`config.mk`:
```
export PLATFORM = sky130hd
export DESIGN_NAME = seq_restoring_divider_flat
export DESIGN_NICKNAME = d
export VERILOG_FILES = /design/src/rtl/div_pkg.sv /design/src/rtl/seq_restoring_divider_if.sv /design/src/rtl/restoring_step.sv /design/src/rtl/seq_restoring_divider.sv /design/src/flat_wrapper.sv
export SDC_FILE = /design/constraint.sdc
export NUM_CORES = 1
export LEC_CHECK = 0
export ABC_AREA = 1
export BUFFER_PORTS_ARGS = -buffer_cell sky130_fd_sc_hd__buf_2
export CAP_MARGIN = 20
export CORE_MARGIN = 2
export CORE_UTILIZATION = 42
export CTS_CLUSTER_DIAMETER = 80
export DETAILED_ROUTE_END_ITERATION = 12
export SLEW_MARGIN = 20
export SYNTH_ARGS = -nofsm -noshare
export SYNTH_HDL_FRONTEND = slang
export SYNTH_SLANG_ARGS = --single-unit
```
`constraint.sdc`:
```
create_clock -name clk -period 1.8 [get_ports clk]
set_input_delay 0.18 -clock clk [delete_from_list [all_inputs] [get_ports clk]]
set_output_delay 0.18 -clock clk [all_outputs]
set_load 0.03 [all_outputs]
```
`src/rtl/div_pkg.sv`:
```
// Shared types for the sequential restoring divider: FSM state encoding and counter sizing.
package div_pkg;

  typedef enum logic [1:0] {
    S_IDLE = 2'd0,
    S_ITER = 2'd1,
    S_FIX  = 2'd2
  } state_t;

  // Bits needed to hold values 0..v-1.
  function automatic int clog2(input int v);
    int n;
    n = 0;
    while ((1 << n) < v) n++;
    return n;
  endfunction

endpackage

```
`src/rtl/seq_restoring_divider_if.sv`:
```
// Start/done request bus between the operand registers and the divider.
interface seq_restoring_divider_if #(
  parameter int WIDTH = 8
);
  logic             start;
  logic             signed_en;
  logic [WIDTH-1:0] dividend;
  logic [WIDTH-1:0] divisor;
  logic             ready;
  logic             done;
  logic [WIDTH-1:0] quo;
  logic [WIDTH-1:0] rem;
  logic             dbz;
  logic             ovf;

  modport master (
    output start, signed_en, dividend, divisor,
    input  ready, done, quo, rem, dbz, ovf
  );

  modport slave (
    input  start, signed_en, dividend, divisor,
    output ready, done, quo, rem, dbz, ovf
  );
endinterface

```
`src/rtl/restoring_step.sv`:
```
// One restoring-division bit: shift {A,Q} left, trial-subtract M, restore on a negative result.
module restoring_step #(
  parameter int WIDTH = 8
) (
  input  logic [WIDTH:0]   a,
  input  logic [WIDTH-1:0] q,
  input  logic [WIDTH-1:0] m,
  output logic [WIDTH:0]   a_nxt,
  output logic [WIDTH-1:0] q_nxt
);
  logic [WIDTH:0] shifted;
  logic [WIDTH:0] trial;
  logic           unused_a_msb;

  // A stays below M between steps, so its top bit is always clear on entry.
  assign unused_a_msb = a[WIDTH];

  always_comb begin
    shifted = {a[WIDTH-1:0], q[WIDTH-1]};
    trial   = shifted - {1'b0, m};
    if (trial[WIDTH]) begin
      a_nxt = shifted;
      q_nxt = {q[WIDTH-2:0], 1'b0};
    end else begin
      a_nxt = trial;
      q_nxt = {q[WIDTH-2:0], 1'b1};
    end
  end
endmodule

```
`src/rtl/seq_restoring_divider.sv`:
```
// Signed/unsigned restoring divider, one quotient bit per clock; done pulses WIDTH+1 cycles
// after start is sampled (1 cycle for divide-by-zero); start is ignored while ready is low.
module seq_restoring_divider
  import div_pkg::*;
#(
  parameter int WIDTH = 8
) (
  input  logic                    clk,
  input  logic                    rst,
  seq_restoring_divider_if.slave  bus
);
  localparam int CW = clog2(WIDTH + 1);
  localparam logic [WIDTH-1:0] MIN_VAL = {1'b1, {(WIDTH-1){1'b0}}};

  state_t           state, state_nxt;
  logic [WIDTH:0]   a_r, a_step;
  logic [WIDTH-1:0] q_r, q_step, m_r;
  logic [CW-1:0]    cnt_r;
  logic             sign_q, sign_m, dbz_pend, ovf_pend;
  logic [WIDTH-1:0] quo_r, rem_r;
  logic             dbz_r, ovf_r, done_r;
  logic [WIDTH-1:0] dividend_abs, divisor_abs;
  logic             neg_q_in, neg_m_in;

  assign neg_q_in     = bus.signed_en & bus.dividend[WIDTH-1];
  assign neg_m_in     = bus.signed_en & bus.divisor[WIDTH-1];
  // |MIN| = 2^(WIDTH-1) is representable when treated as unsigned.
  assign dividend_abs = neg_q_in ? -bus.dividend : bus.dividend;
  assign divisor_abs  = neg_m_in ? -bus.divisor  : bus.divisor;

  restoring_step #(.WIDTH(WIDTH)) u_step (
    .a     (a_r),
    .q     (q_r),
    .m     (m_r),
    .a_nxt (a_step),
    .q_nxt (q_step)
  );

  always_ff @(posedge clk or posedge rst) begin
    if (rst) state <= S_IDLE;
    else     state <= state_nxt;
  end

  always_comb begin
    state_nxt = state;
    case (state)
      S_IDLE: if (bus.start) state_nxt = (bus.divisor == '0) ? S_FIX : S_ITER;
      S_ITER: if (cnt_r == CW'(1)) state_nxt = S_FIX;
      S_FIX:  state_nxt = S_IDLE;
      default: state_nxt = S_IDLE;
    endcase
  end

  always_ff @(posedge clk or posedge rst) begin
    if (rst) begin
      a_r      <= '0;
      q_r      <= '0;
      m_r      <= '0;
      cnt_r    <= '0;
      sign_q   <= 1'b0;
      sign_m   <= 1'b0;
      dbz_pend <= 1'b0;
      ovf_pend <= 1'b0;
      quo_r    <= '0;
      rem_r    <= '0;
      dbz_r    <= 1'b0;
      ovf_r    <= 1'b0;
      done_r   <= 1'b0;
    end else begin
      done_r <= 1'b0;
      case (state)
        S_IDLE: if (bus.start) begin
          a_r      <= '0;
          q_r      <= dividend_abs;
          m_r      <= divisor_abs;
          cnt_r    <= CW'(WIDTH);
          sign_q   <= neg_q_in;
          sign_m   <= neg_m_in;
          dbz_pend <= (bus.divisor == '0);
          ovf_pend <= bus.signed_en && (bus.dividend == MIN_VAL) && (bus.divisor == '1);
          dbz_r    <= 1'b0;
          ovf_r    <= 1'b0;
        end
        S_ITER: begin
          a_r   <= a_step;
          q_r   <= q_step;
          cnt_r <= cnt_r - CW'(1);
        end
        S_FIX: begin
          done_r <= 1'b1;
          dbz_r  <= dbz_pend;
          ovf_r  <= ovf_pend;
          if (dbz_pend) begin
            // Q still holds |dividend|; re-applying the sign returns the raw operand.
            quo_r <= '1;
            rem_r <= sign_q ? -q_r : q_r;
          end else begin
            quo_r <= (sign_q ^ sign_m) ? -q_r : q_r;
            rem_r <= sign_q ? -a_r[WIDTH-1:0] : a_r[WIDTH-1:0];
          end
        end
        default: ;
      endcase
    end
  end

  assign bus.ready = (state == S_IDLE);
  assign bus.done  = done_r;
  assign bus.quo   = quo_r;
  assign bus.rem   = rem_r;
  assign bus.dbz   = dbz_r;
  assign bus.ovf   = ovf_r;
endmodule

```
`src/flat_wrapper.sv`:
```
// flat-port wrapper written by rule: the top's interface ports become plain ports
module seq_restoring_divider_flat import div_pkg::*;
#(
  parameter int WIDTH = 8
)
  (clk, rst, bus_start, bus_signed_en, bus_dividend, bus_divisor, bus_ready, bus_done, bus_quo, bus_rem, bus_dbz, bus_ovf);
  seq_restoring_divider_if #(.WIDTH(WIDTH)) bus_i ();
  input  logic clk;
  input  logic rst;
  input wire logic [$bits(bus_i.start)-1:0] bus_start;
  input wire logic [$bits(bus_i.signed_en)-1:0] bus_signed_en;
  input wire logic [$bits(bus_i.dividend)-1:0] bus_dividend;
  input wire logic [$bits(bus_i.divisor)-1:0] bus_divisor;
  output wire logic [$bits(bus_i.ready)-1:0] bus_ready;
  output wire logic [$bits(bus_i.done)-1:0] bus_done;
  output wire logic [$bits(bus_i.quo)-1:0] bus_quo;
  output wire logic [$bits(bus_i.rem)-1:0] bus_rem;
  output wire logic [$bits(bus_i.dbz)-1:0] bus_dbz;
  output wire logic [$bits(bus_i.ovf)-1:0] bus_ovf;
  assign bus_i.start = bus_start;
  assign bus_i.signed_en = bus_signed_en;
  assign bus_i.dividend = bus_dividend;
  assign bus_i.divisor = bus_divisor;
  assign bus_ready = bus_i.ready;
  assign bus_done = bus_i.done;
  assign bus_quo = bus_i.quo;
  assign bus_rem = bus_i.rem;
  assign bus_dbz = bus_i.dbz;
  assign bus_ovf = bus_i.ovf;
  seq_restoring_divider #(.WIDTH(WIDTH)) u_core (.clk(clk), .rst(rst), .bus(bus_i));
endmodule
```
==> reports/qor.txt <==
P_leak = 2.18 nW
detailed placement HPWL = 6570 µm
fraction of the mapped netlist area in simple logic gates = 0.289
Worst Clk Skew = 0.0137 ns
Slew Limit Fails = 0
worst setup margin = -0.0169 ns
crit-path max FO = 8
CTS Sinks = 53
failing checks = setup timing
Cells after Synth = 470
run status = finished, violations left
Post-Layout Inst Area = 4180 µm²
initial antenna violation count = 0
die width = 95.3 µm
WP data arrival = 2.02 ns
Rows = 33
via count = 3253
Ys Warns = 0
Mapped Nets = 506
htree depth = 2
post-synthesis mux area share = 0
Max Cap Viol = 0
clock-pin slew on the worst setup and hold paths = 0.10 ns
synth unique cells = 38
total power = 8.85 mW
hold_ws = 0.156 ns
Synth Area in Compound Gates = 0.138
commonest cells after routing, fill and taps aside = nand2_1 (115), inv_1 (67), dfrtp_1 (53)
fin crit period = 1.82 ns
DRC viols = 0
first-pass GRT wire length = 14700 µm
CP Class = reg -> reg
Vias/cell = 5.08
Top-Level Pins = 40
grt ovf = 0
post-synthesis register bit count = 53
GRT Overall Usage = 0.208
Adder-Cell Fraction of Synth Area = 0.0594
synthesized area = 3500 µm²
fin nets = 570
RePlAce Congestion = 0.870
vias in the first global route = 3052
PwrDens = 2120 nW/µm²
starting density of the core = 0.430
final WL = 8770 µm
Ant. Diodes = 0
Final Hold Fails = 0
drt first pass iters = 4
CTS tree = yes
part of the cycle the worst path needs = 1.01
Max clock buf depth = 2
largest family of logic cells by synthesized area = simple AND/OR/NAND/NOR gates
largest net degree at the start of global routing = 54
Die H = 95.3 µm
WP data required = 2.01 ns
core area = 8130 µm²
final core occ = 0.514
Worst-Margin Slew = 0.428 ns
mean cell area of the mapped netlist = 7.44 µm²
post-route ant nets = 0
synth-to-layout area growth = 19.6%
fillers = 762
final setup fails = 7
Hold WC Path Type = in -> reg
Peak Freq = 550 MHz
CTS buffer count = 5
post-synthesis xor/xnor area fraction = 0.0401
port bufs = 39
die area = 9080 µm²
number of DRC markers in iteration 0 = 181
sequential fraction of the synthesis area = 0.379
drt wl/cell = 13.7 µm
CP Launch Type = flip-flop
DP Area = 3940 µm²
RSZ-0062 raised after global routing = yes
fraction of layout cells with a size suffix above 1 = 0.204
Setup crit end kind = flip-flop
maximum VDD drop = 0.000612 V
clk_lat worst skew = 0.32 ns
Clock Tree Root = clkbuf_8
commonest non-fill, non-tap cell in the layout = nand2_1
slew margin rel. = 0.714
## repair_timing
action | CTS | global route
gates cloned | 2 | 0
pin swaps | 2 | 3
hold endpoints to repair | 53 | 0
resized for setup | 5 | 9
setup endpoints to repair | 8 | 9
hold buffers | 1 | 0
buffers inserted | 4 | 1
## per-layer routing
metal / wire length (µm) / up-vias / track usage
met1: 4240 / 1493 / 0.292
met3: 398 / 10 / 0.0269
met4: 134 / 0 / 0.0556
met2: 4000 / 89 / 0.339
li1: - / 1661 / -
met5: 0 / - / 0
## cell type report
type | instances | area (µm²) | area share
Clock inverter | 3 | 43.8 | 0.0105
Multi-Input combinational cell | 335 | 1930 | 0.462
Clock buffer | 5 | 68.8 | 0.0165
Inverter | 75 | 282 | 0.0673
Sequential cell | 53 | 1330 | 0.317
Timing Repair Buffer | 64 | 398 | 0.0951
Tap cell | 105 | 131 | 0.0314
## cells by family after synthesis
logic type,Yosys count
buf+inv,84
simple gates,220
flops,53
compound gates,81
xor+xnor,16
fa+ha+maj,16
## cell usage after synthesis, drive strengths merged
library cell / instances / share of area
nand2: 127 / 0.15
inv: 75 / 0.080
dfrtp: 53 / 0.38
nand3: 48 / 0.075
nor2: 35 / 0.043
o21ai: 35 / 0.050
a21oi: 21 / 0.033
ha: 15 / 0.054
xor2: 11 / 0.028
buf: 7 / 0.012
o221ai: 5 / 0.014
o22ai: 5 / 0.0089
xnor2: 5 / 0.013
a31oi: 4 / 0.0072
nand4: 4 / 0.0072
o211ai: 4 / 0.0086
a22oi: 3 / 0.0064
nor3: 3 / 0.0043
clkbuf: 2 / 0.0021
o21bai: 2 / 0.0043
fa: 1 / 0.0057
nand3b: 1 / 0.0021
nor4: 1 / 0.0018
o22a: 1 / 0.0025
o311ai: 1 / 0.0025
or2: 1 / 0.0018
## worst max-delay path: stages, from the launching register on
cell,delay [ns]
dfrtp_1,0.40
inv_2,0.08
ha_4,0.13
inv_2,0.04
fa_2,0.34
nand3_2,0.09
nand3_4,0.08
nand2_4,0.11
nand3_4,0.13
nand2_8,0.15
nand2_1,0.06
nand3_1,0.06
nand2_1,0.05
## final timing paths
kind                                          startpoint                            end  slack (ns)  cells past startpoint
setup / recovery               u_core.q_r[7]$_DFFE_PP0P_      u_core.a_r[7]$_DFFE_PP0P_       -0.02                     12
hold / removal                            bus_divisor[4]    u_core.ovf_pend$_DFFE_PP0P_        0.16                      3
setup reg to reg               u_core.q_r[7]$_DFFE_PP0P_      u_core.a_r[7]$_DFFE_PP0P_       -0.02                     12
hold reg to reg            u_core.bus.rem[7]$_DFFE_PP0P_  u_core.bus.rem[7]$_DFFE_PP0P_        0.49                      2
max in group asynchronous                            rst      u_core.a_r[3]$_DFFE_PP0P_        1.10                      4
min in group asynchronous                            rst  u_core.bus.quo[7]$_DFFE_PP0P_        0.45                      4
## report_power, final
| part | leakage, nW | switching, mW | internal [mW] | total, mW |
|---|---|---|---|---|
| sequential | 0.655 | 0.422 | 1.73 | 2.15 |
| combinational | 1.47 | 3.64 | 2.21 | 5.85 |
| clock | 0.0585 | 0.431 | 0.418 | 0.849 |
## registers in the layout, summed over array words and instances (netlist names), 2 cells and up
| signal | flops |
|---|---|
| u_core.a_r | 8 |
| u_core.bus.rem | 8 |
| u_core.q_r | 8 |
| u_core.state | 2 |
| u_core.cnt_r | 4 |
| u_core.m_r | 8 |
| u_core.bus.quo | 8 |
## metrics by stage
| step | instances | setup TNS (ns) | setup WS (ns) |
|---|---|---|---|
| 2_1_floorplan | 470 | 0 | 0.0175 |
| 3_3_place_gp | 624 | 0 | 0.0274 |
| 3_5_place_dp | 624 | -0.140 | -0.0345 |
| 4_1_cts | 639 | -0.227 | -0.0351 |
| 5_1_grt | 640 | -1.01 | -0.125 |
| 6_report | 640 | -0.0655 | -0.0169 |
Power figures use the tool's default switching activity.
